`src/rtl/lfsr_period_monitor.sv`:
```
// lfsr_period_monitor
//   Watches an N-bit Fibonacci LFSR after each seed load and measures the
//   number of shift steps until the seed recurs. Flags maximal length
//   (2^N-1), all-zero lockup and overrun, and holds the result until ack.
//
//   Handshake: result_valid rises when a run ends and stays high until the
//   consumer pulses ack (one cycle while result_valid=1) or a new start
//   re-arms the monitor; start always wins over ack.
//
//   Optional build macro LFSR_MON_SEQ_CHECK_EN: compare every COUNT sample
//   against the successor of the previous sample and flag a mismatch with
//   err_code 3. Without it no expected-state logic exists.
module lfsr_period_monitor #(
  parameter int N = 4
) (
  input  logic         clk,
  input  logic         reset,
  input  logic         start,
  input  logic [N-1:0] lfsr_data,
  input  logic         lfsr_done,
  input  logic         ack,
  output logic         busy,
  output logic         result_valid,
  output logic [N-1:0] period,
  output logic         maximal,
  output logic         err,
  output logic [1:0]   err_code
);

  localparam logic [2:0] S_IDLE  = 3'd0;
  localparam logic [2:0] S_ARM   = 3'd1;
  localparam logic [2:0] S_COUNT = 3'd2;
  localparam logic [2:0] S_DONE  = 3'd3;
  localparam logic [2:0] S_ERROR = 3'd4;

  localparam logic [1:0] E_NONE    = 2'd0;
  localparam logic [1:0] E_LOCKUP  = 2'd1;
  localparam logic [1:0] E_TIMEOUT = 2'd2;
  localparam logic [1:0] E_SEQ     = 2'd3;

  // Last legal counter value before the period would exceed 2^N-1.
  localparam logic [N-1:0] CNT_LAST   = N'((1 << N) - 2);
  localparam logic [N-1:0] PERIOD_MAX = N'((1 << N) - 1);

  logic [2:0]   state;
  logic [2:0]   state_nxt;
  logic [N-1:0] cnt;
  logic [N-1:0] seed_q;
  logic [N-1:0] cnt_inc;

  logic         data_zero;
  logic         seed_hit;
  logic         cnt_last;
  logic         seq_bad;
  logic [1:0]   count_fail;

  assign cnt_inc   = cnt + N'(1);
  assign data_zero = (lfsr_data == '0);
  assign seed_hit  = lfsr_done && (lfsr_data == seed_q);
  assign cnt_last  = (cnt == CNT_LAST);

`ifdef LFSR_MON_SEQ_CHECK_EN
  // Feedback taps per width; only the low N bits of the mask are used.
  localparam logic [7:0] TAP_MASK =
    (N == 2) ? 8'b0000_0011 :
    (N == 3) ? 8'b0000_0110 :
    (N == 4) ? 8'b0000_1100 :
    (N == 5) ? 8'b0001_0100 :
    (N == 6) ? 8'b0011_0000 :
    (N == 7) ? 8'b0110_0000 :
               8'b1011_1000;

  logic [N-1:0] prev_q;
  logic [N-1:0] exp_data;

  assign exp_data = {prev_q[N-2:0], ^(prev_q & TAP_MASK[N-1:0])};
  assign seq_bad  = (state == S_COUNT) && (lfsr_data != exp_data);

  // Previous sample: the seed in ARM, then every COUNT sample.
  always_ff @(posedge clk or posedge reset) begin
    if (reset) begin
      prev_q <= '0;
    end else if ((state == S_ARM) || (state == S_COUNT)) begin
      prev_q <= lfsr_data;
    end
  end
`else
  assign seq_bad = 1'b0;
`endif

  // Error code a COUNT sample would raise, in priority order; a seed hit
  // pre-empts the overrun check.
  always_comb begin
    count_fail = E_NONE;
    if (data_zero) begin
      count_fail = E_LOCKUP;
    end else if (seq_bad) begin
      count_fail = E_SEQ;
    end else if (!seed_hit && cnt_last) begin
      count_fail = E_TIMEOUT;
    end
  end

  // Next-state decision; start re-arms from any state.
  always_comb begin
    state_nxt = state;
    if (start) begin
      state_nxt = S_ARM;
    end else begin
      case (state)
        S_IDLE:  state_nxt = S_IDLE;
        S_ARM:   state_nxt = data_zero ? S_ERROR : S_COUNT;
        S_COUNT: begin
          if (count_fail != E_NONE) begin
            state_nxt = S_ERROR;
          end else if (seed_hit) begin
            state_nxt = S_DONE;
          end
        end
        S_DONE, S_ERROR: begin
          if (ack) begin
            state_nxt = S_IDLE;
          end
        end
        default: state_nxt = S_IDLE;
      endcase
    end
  end

  // State register.
  always_ff @(posedge clk or posedge reset) begin
    if (reset) begin
      state <= S_IDLE;
    end else begin
      state <= state_nxt;
    end
  end

  // Run bookkeeping (seed capture, step counter) and result registers.
  always_ff @(posedge clk or posedge reset) begin
    if (reset) begin
      cnt      <= '0;
      seed_q   <= '0;
      period   <= '0;
      maximal  <= 1'b0;
      err      <= 1'b0;
      err_code <= E_NONE;
    end else if (start) begin
      period   <= '0;
      maximal  <= 1'b0;
      err      <= 1'b0;
      err_code <= E_NONE;
    end else begin
      case (state)
        S_ARM: begin
          seed_q <= lfsr_data;
          cnt    <= '0;
          if (data_zero) begin
            err      <= 1'b1;
            err_code <= E_LOCKUP;
          end
        end
        S_COUNT: begin
          if (count_fail != E_NONE) begin
            err      <= 1'b1;
            err_code <= count_fail;
          end else if (seed_hit) begin
            period  <= cnt_inc;
            maximal <= (cnt_inc == PERIOD_MAX);
          end else begin
            cnt <= cnt_inc;
          end
        end
        default: begin
        end
      endcase
    end
  end

  assign busy         = (state == S_ARM) || (state == S_COUNT);
  assign result_valid = (state == S_DONE) || (state == S_ERROR);

endmodule

```
`config.mk`:
```
export PLATFORM = sky130hd
export DESIGN_NAME = lfsr_period_monitor
export DESIGN_NICKNAME = d
export VERILOG_FILES = /design/src/rtl/lfsr_period_monitor.sv
export SDC_FILE = /design/constraint.sdc
export NUM_CORES = 1
export LEC_CHECK = 0
export BUFFER_PORTS_ARGS = -buffer_cell sky130_fd_sc_hd__buf_2
export CAP_MARGIN = 20
export CORE_ASPECT_RATIO = 1.25
export CORE_UTILIZATION = 54
export DETAILED_ROUTE_END_ITERATION = 7
export GPL_ROUTABILITY_DRIVEN = 0
export PLACE_DENSITY = 0.82
export SLEW_MARGIN = 25
export SYNTH_ARGS = -nofsm -noshare
export SYNTH_HDL_FRONTEND = slang
export SYNTH_SLANG_ARGS = --single-unit
```
`constraint.sdc`:
```
create_clock -name clk -period 1.9 [get_ports clk]
set_clock_uncertainty 0.1 [all_clocks]
set_input_delay 0.095 -clock clk [delete_from_list [all_inputs] [get_ports clk]]
set_output_delay 0.095 -clock clk [all_outputs]
set_load 0.05 [all_outputs]
```
==> summary.md <==
| Metric | Value |
|---|---|
| Inst Count DP | `147` |
| CTS root buffer | `clkbuf_4` |
| CP bufs+invs | `3` |
| DRT Pass-1 Iters | `4` |
| Startpoint Class | `input port` |
| Port buffer count | `18` |
| Achievable Freq | `0.548 GHz` |
| Filler cell count | `134` |
| Tot GR Track Use | `0.226` |
| Max VDD drop | `0.586 mV` |
| WP data required | `2.00 ns` |
| Clock share of power | `0.212` |
| Critical Setup Path Class | `input port to flop` |
| Overflow after GRT | `0` |
| CTS max path bufs | `2` |
| Synth Area in XOR/XNOR | `0.0581` |
| Largest family of logic cells by synthesized area | `simple AND/OR/NAND/NOR gates` |
| Crit. End Element | `flop` |
| Slew HR | `0.527` |
| Syn_area_per_cell | `9.60 sq um` |
| Sequential Area | `475 sq um` |
| Die ar. | `2140 sq um` |
| Die Ht | `51.4 um` |
| Drt first-iter violations | `31` |
| Hold EP | `period[2]` |
| Clock Sink Count | `19` |
| Yosys reg bits | `19` |
| First-pass GRT wire length | `3620 um` |
| Post-synthesis mux area share | `0.0521` |
| Max-slew violations | `0` |
| Cells after Synth | `110` |
| Net Switching | `330 uW` |
| Compound-Gate Fraction of Synth Area | `0.108` |
| Setup TNS | `0 ns` |
| P_int | `639 uW` |
| Syn. warnings | `0` |
| Avg WL per Cell | `13.6 um` |
| RSZ-0062 raised after global routing | `no` |
| Vias in the first global route | `855` |
| Seq/Total Area, Yosys | `0.450` |
| Sequential power share | `0.489` |
| Leak pwr | `0.000620 uW` |
| ANT nets after route | `0` |
| Simple-Gate Fraction of Synth Area | `0.276` |
| Syn_nets | `121` |
| R2r setup slk | `0.11 ns` |
| Most frequent cells in the layout | `nand2_1, dfrtp_1, buf_2, nor2_1, dlygate4sd3_1` |
| Reg clk slew, reported paths | `0.11 ns` |
| Least-Margin Pin Slew | `0.708 ns` |
| Reg2reg path depth | `5` |
| Hold Path Stages | `2` |
| Crit Reg-Reg Endpoint | `period[0]` |
| Initial antenna violation count | `0` |
| Final setup fails | `0` |
| CP peak stage delay | `0.55 ns` |
| Skew-Pair Late Insertion Delay | `0.31 ns` |
| CP cell instances | `dlygate4sd3_1 -> buf_2 -> or4_4 -> nand3_2 -> a211oi_4 -> buf_4 -> mux2_4` |
| Worst r2r src | `state[0]` |
| Largest net degree at the start of global routing | `20` |
| Synthesized area | `1060 sq um` |
| Post-route DRC | `0` |
| Min-delay src | `start` |
| Adder-cell area share of the yosys netlist | `0.0237` |
| Detailed Route WL | `2170 um` |
| I/O pins | `19` |
| Row count | `17` |
| Worst EP arrival | `1.92 ns` |
| Area of the multi-input gates | `552 sq um` |
| TritonCTS clock tree | `yes` |
| Switching share of total power | `0.341` |
| H-tree levels | `1` |
| Initial core utilization | `0.584` |
| Netlist cell types | `34` |
| Worst Hold Class | `input port to flop` |
| PwrDens | `759 nW/um^2` |
| Nets@finish | `152` |
| Core area | `1810 sq um` |
| Worst path slowest cell | `dlygate4sd3_1` |
| Non-filler cells, final | `159` |
| Via count | `874` |
| CTS Buf Count | `3` |
| Crit path max fanout | `4` |
| Period utilisation layout | `0.960` |
| Period minus WS final | `1.82 ns` |
| Status | `complete, no violations` |
| Max Cap Viol | `0` |
| Via-per-instance ratio | `5.50` |
| Die width | `41.6 um` |
| Pwr Total | `969 uW` |
| Area delta synth->final | `21.0%` |
| Critical path's top delay family | `buffers and inverters` |
| Fin. Hold Viols | `0` |
| Logic pwr share | `0.298` |
| Share of cells above drive strength 1 | `0.257` |
| Ant diodes | `0` |
| Final HPWL DP | `1520 um` |
power by group through the flow:
stage               logic (uW)  clock network (uW)  registers (uW)
floorplan                  200                   0             483
global placement           253                   0             482
detailed placement         258                   0             484
CTS                        270                 210             476
global route               320                 217             479
finish                     289                 206             474
stage by stage:
| stage | util | hold WS [ns] | instance area [sq um] | worst slack [ns] |
|---|---|---|---|---|
| 2_1_floorplan | - | -0.0539 | 1060 | 0.0663 |
| 6_report | 0.707 | 0.0461 | 1280 | 0.0762 |
| 3_5_place_dp | 0.647 | 0.141 | 1170 | 0.0877 |
| 5_1_grt | 0.707 | 0.0787 | 1280 | 0.0180 |
| 4_1_cts | 0.696 | 0.0528 | 1260 | 0.0730 |
| 3_3_place_gp | 0.647 | 0.131 | 1170 | 0.151 |
cell usage after synthesis (all sizes together):
cell	count	area, sq um
a211oi	2	27.5
a21oi	4	20.0
a22o	2	17.5
and2	1	6.26
and3	1	6.26
buf	1	11.3
clkbuf	1	3.75
dfrtp	19	475
ha	2	25.0
inv	5	18.8
mux2	1	15.0
mux2i	4	40.0
nand2	20	77.6
nand2b	4	25.0
nand3	6	35.0
nand4	1	6.26
nor2	11	43.8
nor3	4	36.3
nor3b	1	18.8
nor4	1	6.26
o21a	1	7.51
o21ai	5	25.0
o2bb2ai	1	8.76
o31ai	1	7.51
or3	3	18.8
or4	1	11.3
xnor2	5	43.8
xor2	2	17.5
cell families (layout without fill, tap and decap cells):
family / Yosys count / count (layout)
buf+inv: 7 / 37
compound gates: 16 / 16
xor+xnor: 7 / 7
fa+ha+maj: 2 / 2
flops: 19 / 19
mux: 5 / 5
simple gates: 54 / 54
flip-flops by register name, indices dropped and copies added (netlist names):
register	cells
cnt	4
maximal	1
period	4
err	1
seed_q	4
state	3
err_code	2
final cells by class:
class | count | share of cell area
sequential | 19 | 0.372
tap | 19 | 0.0186
multi-input combinational | 84 | 0.432
inverter | 5 | 0.0147
timing repair buffer | 28 | 0.141
clock inverter | 1 | 0.00392
clock buffer | 3 | 0.0176
metal layers:
layer	routed length [um]	vias to the layer above	track usage
li1	-	435	-
met1	929	412	0.270
met2	1120	22	0.375
met3	61	5	0.0283
met4	57	0	0.161
met5	0	-	0
how the worst max path moves through the flow:
stage	from	to	slack, ns	depth (start not counted)
6_report	lfsr_data[1]	cnt[0]	0.08	7
5_1_grt	state[0]	period[0]	0.02	5
4_1_cts	cnt[0]	cnt[0]	0.07	7
3_5_place_dp	cnt[0]	cnt[0]	0.09	7
3_3_place_gp	cnt[0]	cnt[0]	0.15	7
2_1_floorplan	state[0]	err_code[1]	0.07	5
repair_timing:
action                                 in CTS  in global routing
hold buffers                                6                  0
gates resized for setup                     0                  1
endpoints found under the hold margin      24                  0
setup endpoints to repair                   0                  3
setup buffers                               0                  2
(Power assumes the default switching activity.)
